===== config.mk =====
export PLATFORM = sky130hd
export DESIGN_NAME = moltiplicatore_seq
export DESIGN_NICKNAME = d
export VERILOG_FILES = /design/src/rtl/molt_pkg.sv /design/src/rtl/sommatore.sv /design/src/rtl/moltiplicatore_seq.sv
export SDC_FILE = /design/constraint.sdc
export NUM_CORES = 1
export LEC_CHECK = 0
export ABC_AREA = 1
export CORE_ASPECT_RATIO = 1.25
export CORE_MARGIN = 4
export CORE_UTILIZATION = 25
export DETAILED_ROUTE_END_ITERATION = 8
export SYNTH_ARGS = -nofsm -noshare
export SYNTH_HDL_FRONTEND = slang
export SYNTH_HIERARCHICAL = 1
export SYNTH_SLANG_ARGS = --single-unit

===== constraint.sdc =====
create_clock -name clk -period 2.5 [get_ports clk]
set_clock_uncertainty 0.1 [all_clocks]
set_input_delay 0.375 -clock clk [delete_from_list [all_inputs] [get_ports clk]]
set_output_delay 0.375 -clock clk [all_outputs]
set_load 0.01 [all_outputs]

===== src/rtl/molt_pkg.sv =====
// Shared constants and types for the sequential 16x16 shift-and-add multiplier.
package molt_pkg;

   localparam int WIDTH = 16;
   localparam int CNT_W = 5;
   localparam int P_W   = 2 * WIDTH;

   // Count value seen during the last of the WIDTH CALC cycles.
   localparam logic [CNT_W-1:0] LAST_CNT = CNT_W'(WIDTH - 1);

   typedef enum logic [1:0] {
      IDLE,
      CALC,
      DONE
   } state_t;

endpackage


===== src/rtl/sommatore.sv =====
// Combinational W-bit ripple adder with carry in and carry out.
module sommatore #(
   parameter int W = 16
) (
   input  logic [W-1:0] a,
   input  logic [W-1:0] b,
   input  logic         r_in,
   output logic [W-1:0] s,
   output logic         r_out
);

   // Widen every operand by one bit so the carry out lands in the top bit.
   assign {r_out, s} = {1'b0, a} + {1'b0, b} + {{W{1'b0}}, r_in};

endmodule


===== src/rtl/moltiplicatore_seq.sv =====
// Sequential unsigned 16x16 multiplier, one partial product per clock.
// Operands are latched on start; the 32-bit product appears after 16 CALC
// cycles, flagged by a one-cycle done pulse.
// Optional feature: define MOLT_OVF_EN to add the registered ovf output
// (high when the product does not fit in 16 bits).
module moltiplicatore_seq
   import molt_pkg::*;
(
   input  logic             clk,
   input  logic             rst,
   input  logic             start,
   input  logic [WIDTH-1:0] a,
   input  logic [WIDTH-1:0] b,
   output logic [P_W-1:0]   p,
   output logic             busy,
   output logic             done
`ifdef MOLT_OVF_EN
   ,
   output logic             ovf
`endif
);

   state_t           state;
   state_t           state_next;
   logic [CNT_W-1:0] count;
   logic [WIDTH-1:0] mcand;
   logic [WIDTH-1:0] q;
   logic [WIDTH-1:0] acc_hi;
   logic [WIDTH-1:0] addend;
   logic [WIDTH-1:0] sum;
   logic             c;
   logic [WIDTH-1:0] acc_shift;
   logic [WIDTH-1:0] q_shift;
   logic             last_step;

   // Add the multiplicand only when the current multiplier bit is set.
   assign addend = q[0] ? mcand : '0;

   sommatore #(
      .W(WIDTH)
   ) u_add (
      .a    (acc_hi),
      .b    (addend),
      .r_in (1'b0),
      .s    (sum),
      .r_out(c)
   );

   // {c,sum,q} shifted right by one: the carry is kept as the new MSB.
   assign acc_shift = {c, sum[WIDTH-1:1]};
   assign q_shift   = {sum[0], q[WIDTH-1:1]};
   assign last_step = (state == CALC) && (count == LAST_CNT);

   // State register.
   always_ff @(posedge clk or posedge rst) begin
      // NOTE: clocked state uses <= so every register samples pre-edge values.
      if (rst) state <= IDLE;
      else     state <= state_next;
   end

   // Next-state and status outputs.
   always_comb begin
      // NOTE: defaults first so no path leaves an output unassigned (no latch).
      state_next = state;
      busy       = 1'b0;
      done       = 1'b0;
      unique case (state)
         IDLE: if (start) state_next = CALC;
         CALC: begin
            busy = 1'b1;
            if (count == LAST_CNT) state_next = DONE;
         end
         DONE: begin
            done       = 1'b1;
            state_next = IDLE;
         end
         default: state_next = IDLE;
      endcase
   end

   // Operand capture, shift-and-add datapath and product register.
   always_ff @(posedge clk or posedge rst) begin
      if (rst) begin
         count  <= '0;
         mcand  <= '0;
         q      <= '0;
         acc_hi <= '0;
         p      <= '0;
      end else begin
         case (state)
            IDLE: begin
               if (start) begin
                  mcand  <= a;
                  q      <= b;
                  acc_hi <= '0;
                  count  <= '0;
               end
            end
            CALC: begin
               acc_hi <= acc_shift;
               q      <= q_shift;
               count  <= count + CNT_W'(1);
               if (last_step) p <= {acc_shift, q_shift};
            end
            default: ;
         endcase
      end
   end

`ifdef MOLT_OVF_EN
   // Overflow flag, written together with the product and held with it.
   always_ff @(posedge clk or posedge rst) begin
      if (rst)            ovf <= 1'b0;
      else if (last_step) ovf <= |acc_shift;
   end
`endif

endmodule


---- After elaboration in Yosys (flattened, before gate mapping) ----
Index checks and enable logic that the tools add are counted.
word-level totals
  bits in registers ....................... 87
  bits of input ports ..................... 35
operators by class
  add/sub/neg operators ................... 2
  equality and inequality tests ........... 5
  mux-type cells .......................... 12
  reduce and logical (&&, ||, !) cells .... 7
operators by type and width
  cell                   count
  $pmux W16 S2           2
  $mux W16               3
  $add A16 B16 Y17       1
  $pmux W5 S2            1
  $reduce_and A2 Y1      4
  $add A5 B1 Y5 const B  1
  $eq A5 B4 Y1 const B   1
  $mux W5                1
  $mux W2                2
  $pmux W2 S2            1
  $eq A2 B1 Y1 const B   1
  $eq A2 B2 Y1 const B   1
  $logic_not A2 Y1       1
  $mux W1                2
  $ne A2 B1 Y1 const B   1
  $ne A2 B2 Y1 const B   1
  $reduce_bool A2 Y1     1
  $logic_and A1 B1 Y1    1

---- Logic depth before layout (Yosys ltp) ----
  word-level depth ........................ 3
  depth in mapped cells ................... 15
  depth with buffers taken out ............ 14

---- Modules after synthesis ----
The synthesis kept the hierarchy.
modules (own cells, without submodules)
  module              instances  cells each  area an instance (sq um)  seq. area each (sq um)
  moltiplicatore_seq  1          430         3628.5                    2177.1
  sommatore           1          184         992.2                     0.0

---- Least setup slack after synthesis ----
OpenSTA, ideal clock, no wires.
  path type ............................... register -> register
  start point ............................. register q[0]
  end point ............................... register acc_hi[7]
  library setup time ...................... 0.118 ns
  arrival time ............................ 2.036 ns
  slack ................................... 0.246 ns
  cell stages (with the launch flop) ...... 14
  buffers on the path ..................... 1
  cells stage by stage .................... dfrtp_1 clkbuf_1 nand2_1 inv_1 fa_1 fa_1 nand2_1 nand2_1 and2_4 nand2_1 nand2_1 xor2_1 nand2_1 nand2_1
between the ends
  cells in the longest elaborated chain, start to end .. 3
ends and longest elaborated chain
  item                      line                       text
  start: declaration        moltiplicatore_seq.sv:27   logic [WIDTH-1:0] q;
  start signal: assignment  moltiplicatore_seq.sv:101  q <= q_shift;
  $mux W16                  moltiplicatore_seq.sv:37   assign addend = q[0] ? mcand : '0;
  named net addend[0]       moltiplicatore_seq.sv:29   logic [WIDTH-1:0] addend;
  $add A16 B16 Y17          sommatore.sv:13            assign {r_out, s} = {1'b0, a} + {1'b0, b} + {{W{1'b0}}, r_in};
  named net sum[8]          moltiplicatore_seq.sv:30   logic [WIDTH-1:0] sum;
  $pmux W16 S2              moltiplicatore_seq.sv:90   case (state)
  end signal: assignment    moltiplicatore_seq.sv:100  acc_hi <= acc_shift;
  end: declaration          moltiplicatore_seq.sv:28   logic [WIDTH-1:0] acc_hi;
The timed path passes the listed nets, and every way through them passes these cells.
A chain may end at the register's enable or synchronous reset.

---- Worst setup path in the final report ----
  start point ............................. register mcand[0]
  end point ............................... register acc_hi[13]
between the ends
  cells in the longest elaborated chain, start to end .. 3
ends and longest elaborated chain
  item                      line                      text
  start: declaration        moltiplicatore_seq.sv:26  logic [WIDTH-1:0] mcand;
  start signal: assignment  moltiplicatore_seq.sv:85  mcand <= '0;
  start signal: assignment  moltiplicatore_seq.sv:93  mcand <= a;
  $mux W16                  moltiplicatore_seq.sv:37
  named net addend[0]       moltiplicatore_seq.sv:29
  $add A16 B16 Y17          sommatore.sv:13
  named net sum[14]         moltiplicatore_seq.sv:30
  $pmux W16 S2              moltiplicatore_seq.sv:90
The timed path passes the listed nets, and every way through them passes these cells.

==> summary.txt <==
outcome: finished, final reports clean
FMAX: 434 MHz
H-tree level count: 3
share of layout cells above drive strength 1: 8.32%
number of buffers added on ports: 68
Worst R2R Setup Slack: 0.20 ns
WL/cell: 12.6 um
post-route minimum period: 2.30 ns
Worst Hold Class: primary input to async pin
syn nets: 668
Longest Clk Path Bufs: 2
VDD IR-drop max: 0.000436 V
Post-CTS Resized: 0
die area: 20700 sq um
Pwr Density: 1160 nW/um^2
cells after synthesis: 614
Final Cycle Share: 92.2%
P_leak: 0.00317 uW
pre-CTS setup slack: 0.216 ns
GR Overflow Total: 0
CP max FO: 3
Setup Crit Path Kind: flip-flop to flip-flop
Multi-input gate area: 2080 sq um
Final Max Tran Viols: 0
die height: 160 um
Final WS setup: 0.195 ns
Total Routed Length: 11500 um
yosys warns: 6
Max Cap Viol: 0
Row Count: 55
Rel. slew slack: 59.3%
Setup Viol. Count Final: 0
gr usage total: 11.8%
synthesis-to-layout area growth: 28.4%
synthesized area: 4620 sq um
Fin. Hold Viols: 0
GPL Wtd Cong: 0.889
clock root buffer: clkbuf_16
DRC viols: 0
CP Launch Type: flip-flop
Worst Tran Pin Value: 0.609 ns
drt first-iter violations: 140
# fillers: 1967
via count: 3931
clock slew at reported path FFs: 0.07 ns
Pre-Repair DR Iteration Count: 4
Syn Area/Cell: 7.53 sq um
Worst Path Required: 2.60 ns
Fin Setup TNS: 0 ns
Ant. Diodes: 0
Worst Path Arrival: 2.41 ns
post-synthesis sequential area ratio: 47.1%
antenna violations before repair: 0
initial core utilization: 25.4%
unrepaired setup endpoints after global routing: no
chip width: 130 um
number of synthesized flops with an enable pin: 0
Num CTS Buffers: 9
antenna-violating nets left: 0
Hold Buf Count CTS: 0
# clock sinks: 87
first-pass GRT wire length: 19500 um
# IOs: 69
vias in the first global route: 4015
largest net degree at the start of global routing: 41
CTS tree: built
main flop type after synthesis: dfrtp_1
Yosys reg bits: 87
Synth cell types: 32
asr flop ratio synth: 100%
Worst Setup End Kind: flip-flop
NumNets Final: 734
Reg area: 2180 sq um
via/cell ratio: 4.31
core area: 18200 sq um
post-CTS setup buffers: 0
clock latency on the worst-skew pair: 0.34 ns
dpl hpwl: 8260 um
-- final timing paths --
kind | from | to | cells after the start
min in group clk | mcand[3] | mcand[3] | 2
worst max register to register | mcand[0] | acc_hi[13] | 14
max in group asynchronous | rst | p[2] | 3
worst max-delay path | mcand[0] | acc_hi[13] | 14
worst min-delay path | rst | p[17] | 2
worst min register to register | mcand[3] | mcand[3] | 2
-- logic make-up (layout without fill, tap and decap cells) --
kind of cell	after synthesis	in the layout	synth area share, %
buf+inv	85	156	7.80
compound gates	16	16	1.90
xor+xnor	7	7	1.33
other cells	1	1	0.0812
flops	87	87	47.1
fa+ha+maj	19	19	5.47
simple gates	399	399	36.3
-- per-stage QoR --
| step | hold slack [ns] | power, uW | std cells | utilization, % | instance area [sq um] |
|---|---|---|---|---|---|
| 6_report | 0.361 | 6870 | 913 | 32.7 | 5930 |
| 5_1_grt | 0.393 | 7470 | 913 | 32.7 | 5930 |
| 4_1_cts | 0.376 | 6970 | 913 | 32.7 | 5930 |
| 3_5_place_dp | 0.359 | 5340 | 897 | 30.7 | 5580 |
| 3_3_place_gp | 0.355 | 5290 | 897 | 30.7 | 5580 |
| 2_1_floorplan | 0.342 | 4270 | 614 | - | 4620 |
-- layout make-up --
type | instances | share of cell area (%)
flip-flops and latches | 87 | 36.7
multi-input cells | 442 | 35.1
repair buffers | 77 | 13.2
well taps | 228 | 4.81
clock buffers | 11 | 4.26
inverters | 63 | 4.11
clock inverters | 5 | 1.75
-- critical path: stages, from the launching register on --
cell and delay, ns:
dfrtp_1 0.38, nand2_1 0.07, inv_1 0.05, fa_1 0.42
fa_1 0.41, nand2_1 0.09, nand2_1 0.08, nand3b_1 0.10
nand2_2 0.08, nand2_1 0.09, nand2_1 0.05, nand2_1 0.06
nand2_1 0.05, inv_1 0.06, o21ai_0 0.08
-- cell usage after synthesis, types with 2 or more instances --
| cell type | n | area (sq um) |
|---|---|---|
| nand2_1 | 299 | 1120 |
| dfrtp_1 | 87 | 2180 |
| nand3_1 | 60 | 300 |
| inv_1 | 53 | 199 |
| ha_1 | 17 | 213 |
| nor2_1 | 13 | 48.8 |
| buf_2 | 12 | 60.1 |
| nand2_2 | 10 | 62.6 |
| inv_2 | 8 | 30.0 |
| a21oi_1 | 7 | 35.0 |
| clkbuf_1 | 7 | 26.3 |
| o21ai_0 | 6 | 30.0 |
| xor2_1 | 6 | 52.6 |
| buf_6 | 3 | 33.8 |
| nor3_2 | 3 | 30.0 |
| fa_1 | 2 | 40.0 |
| nand2_4 | 2 | 22.5 |
| nand3_2 | 2 | 20.0 |
| nand3b_1 | 2 | 15.0 |
| nand4_1 | 2 | 12.5 |
| or2_1 | 2 | 12.5 |
-- routing by layer --
metal / global-route usage [%] / part of all wire (%)
met5: 0 / 0
met4: 3.83 / 1.1
met1: 13.7 / 43
met3: 1.97 / 3.5
met2: 21.4 / 52
-- placed cells by master, fill, tap and decap left out, drive strengths merged, types with 2 or more instances in the layout --
| cell type | instances |
|---|---|
| a21oi | 8 |
| buf | 9 |
| bufinv | 3 |
| clkbuf | 11 |
| clkdlybuf4s50 | 68 |
| clkinv | 3 |
| dfrtp | 87 |
| fa | 2 |
| ha | 17 |
| inv | 61 |
| nand2 | 311 |
| nand3 | 62 |
| nand3b | 2 |
| nand4 | 2 |
| nor2 | 15 |
| nor3 | 4 |
| o21ai | 6 |
| or2 | 2 |
| xor2 | 6 |
-- flip-flops by register name (all words and copies together) (netlist names) --
signal and count:
p 32, q 16, state 2, acc_hi 16
count 5, mcand 16
-- power breakdown --
group          switching [uW]  internal (uW)
registers                 382           2030
logic                    1650           1230
clock network             554           1030
Note: power is estimated with default switching activity, not from simulation.
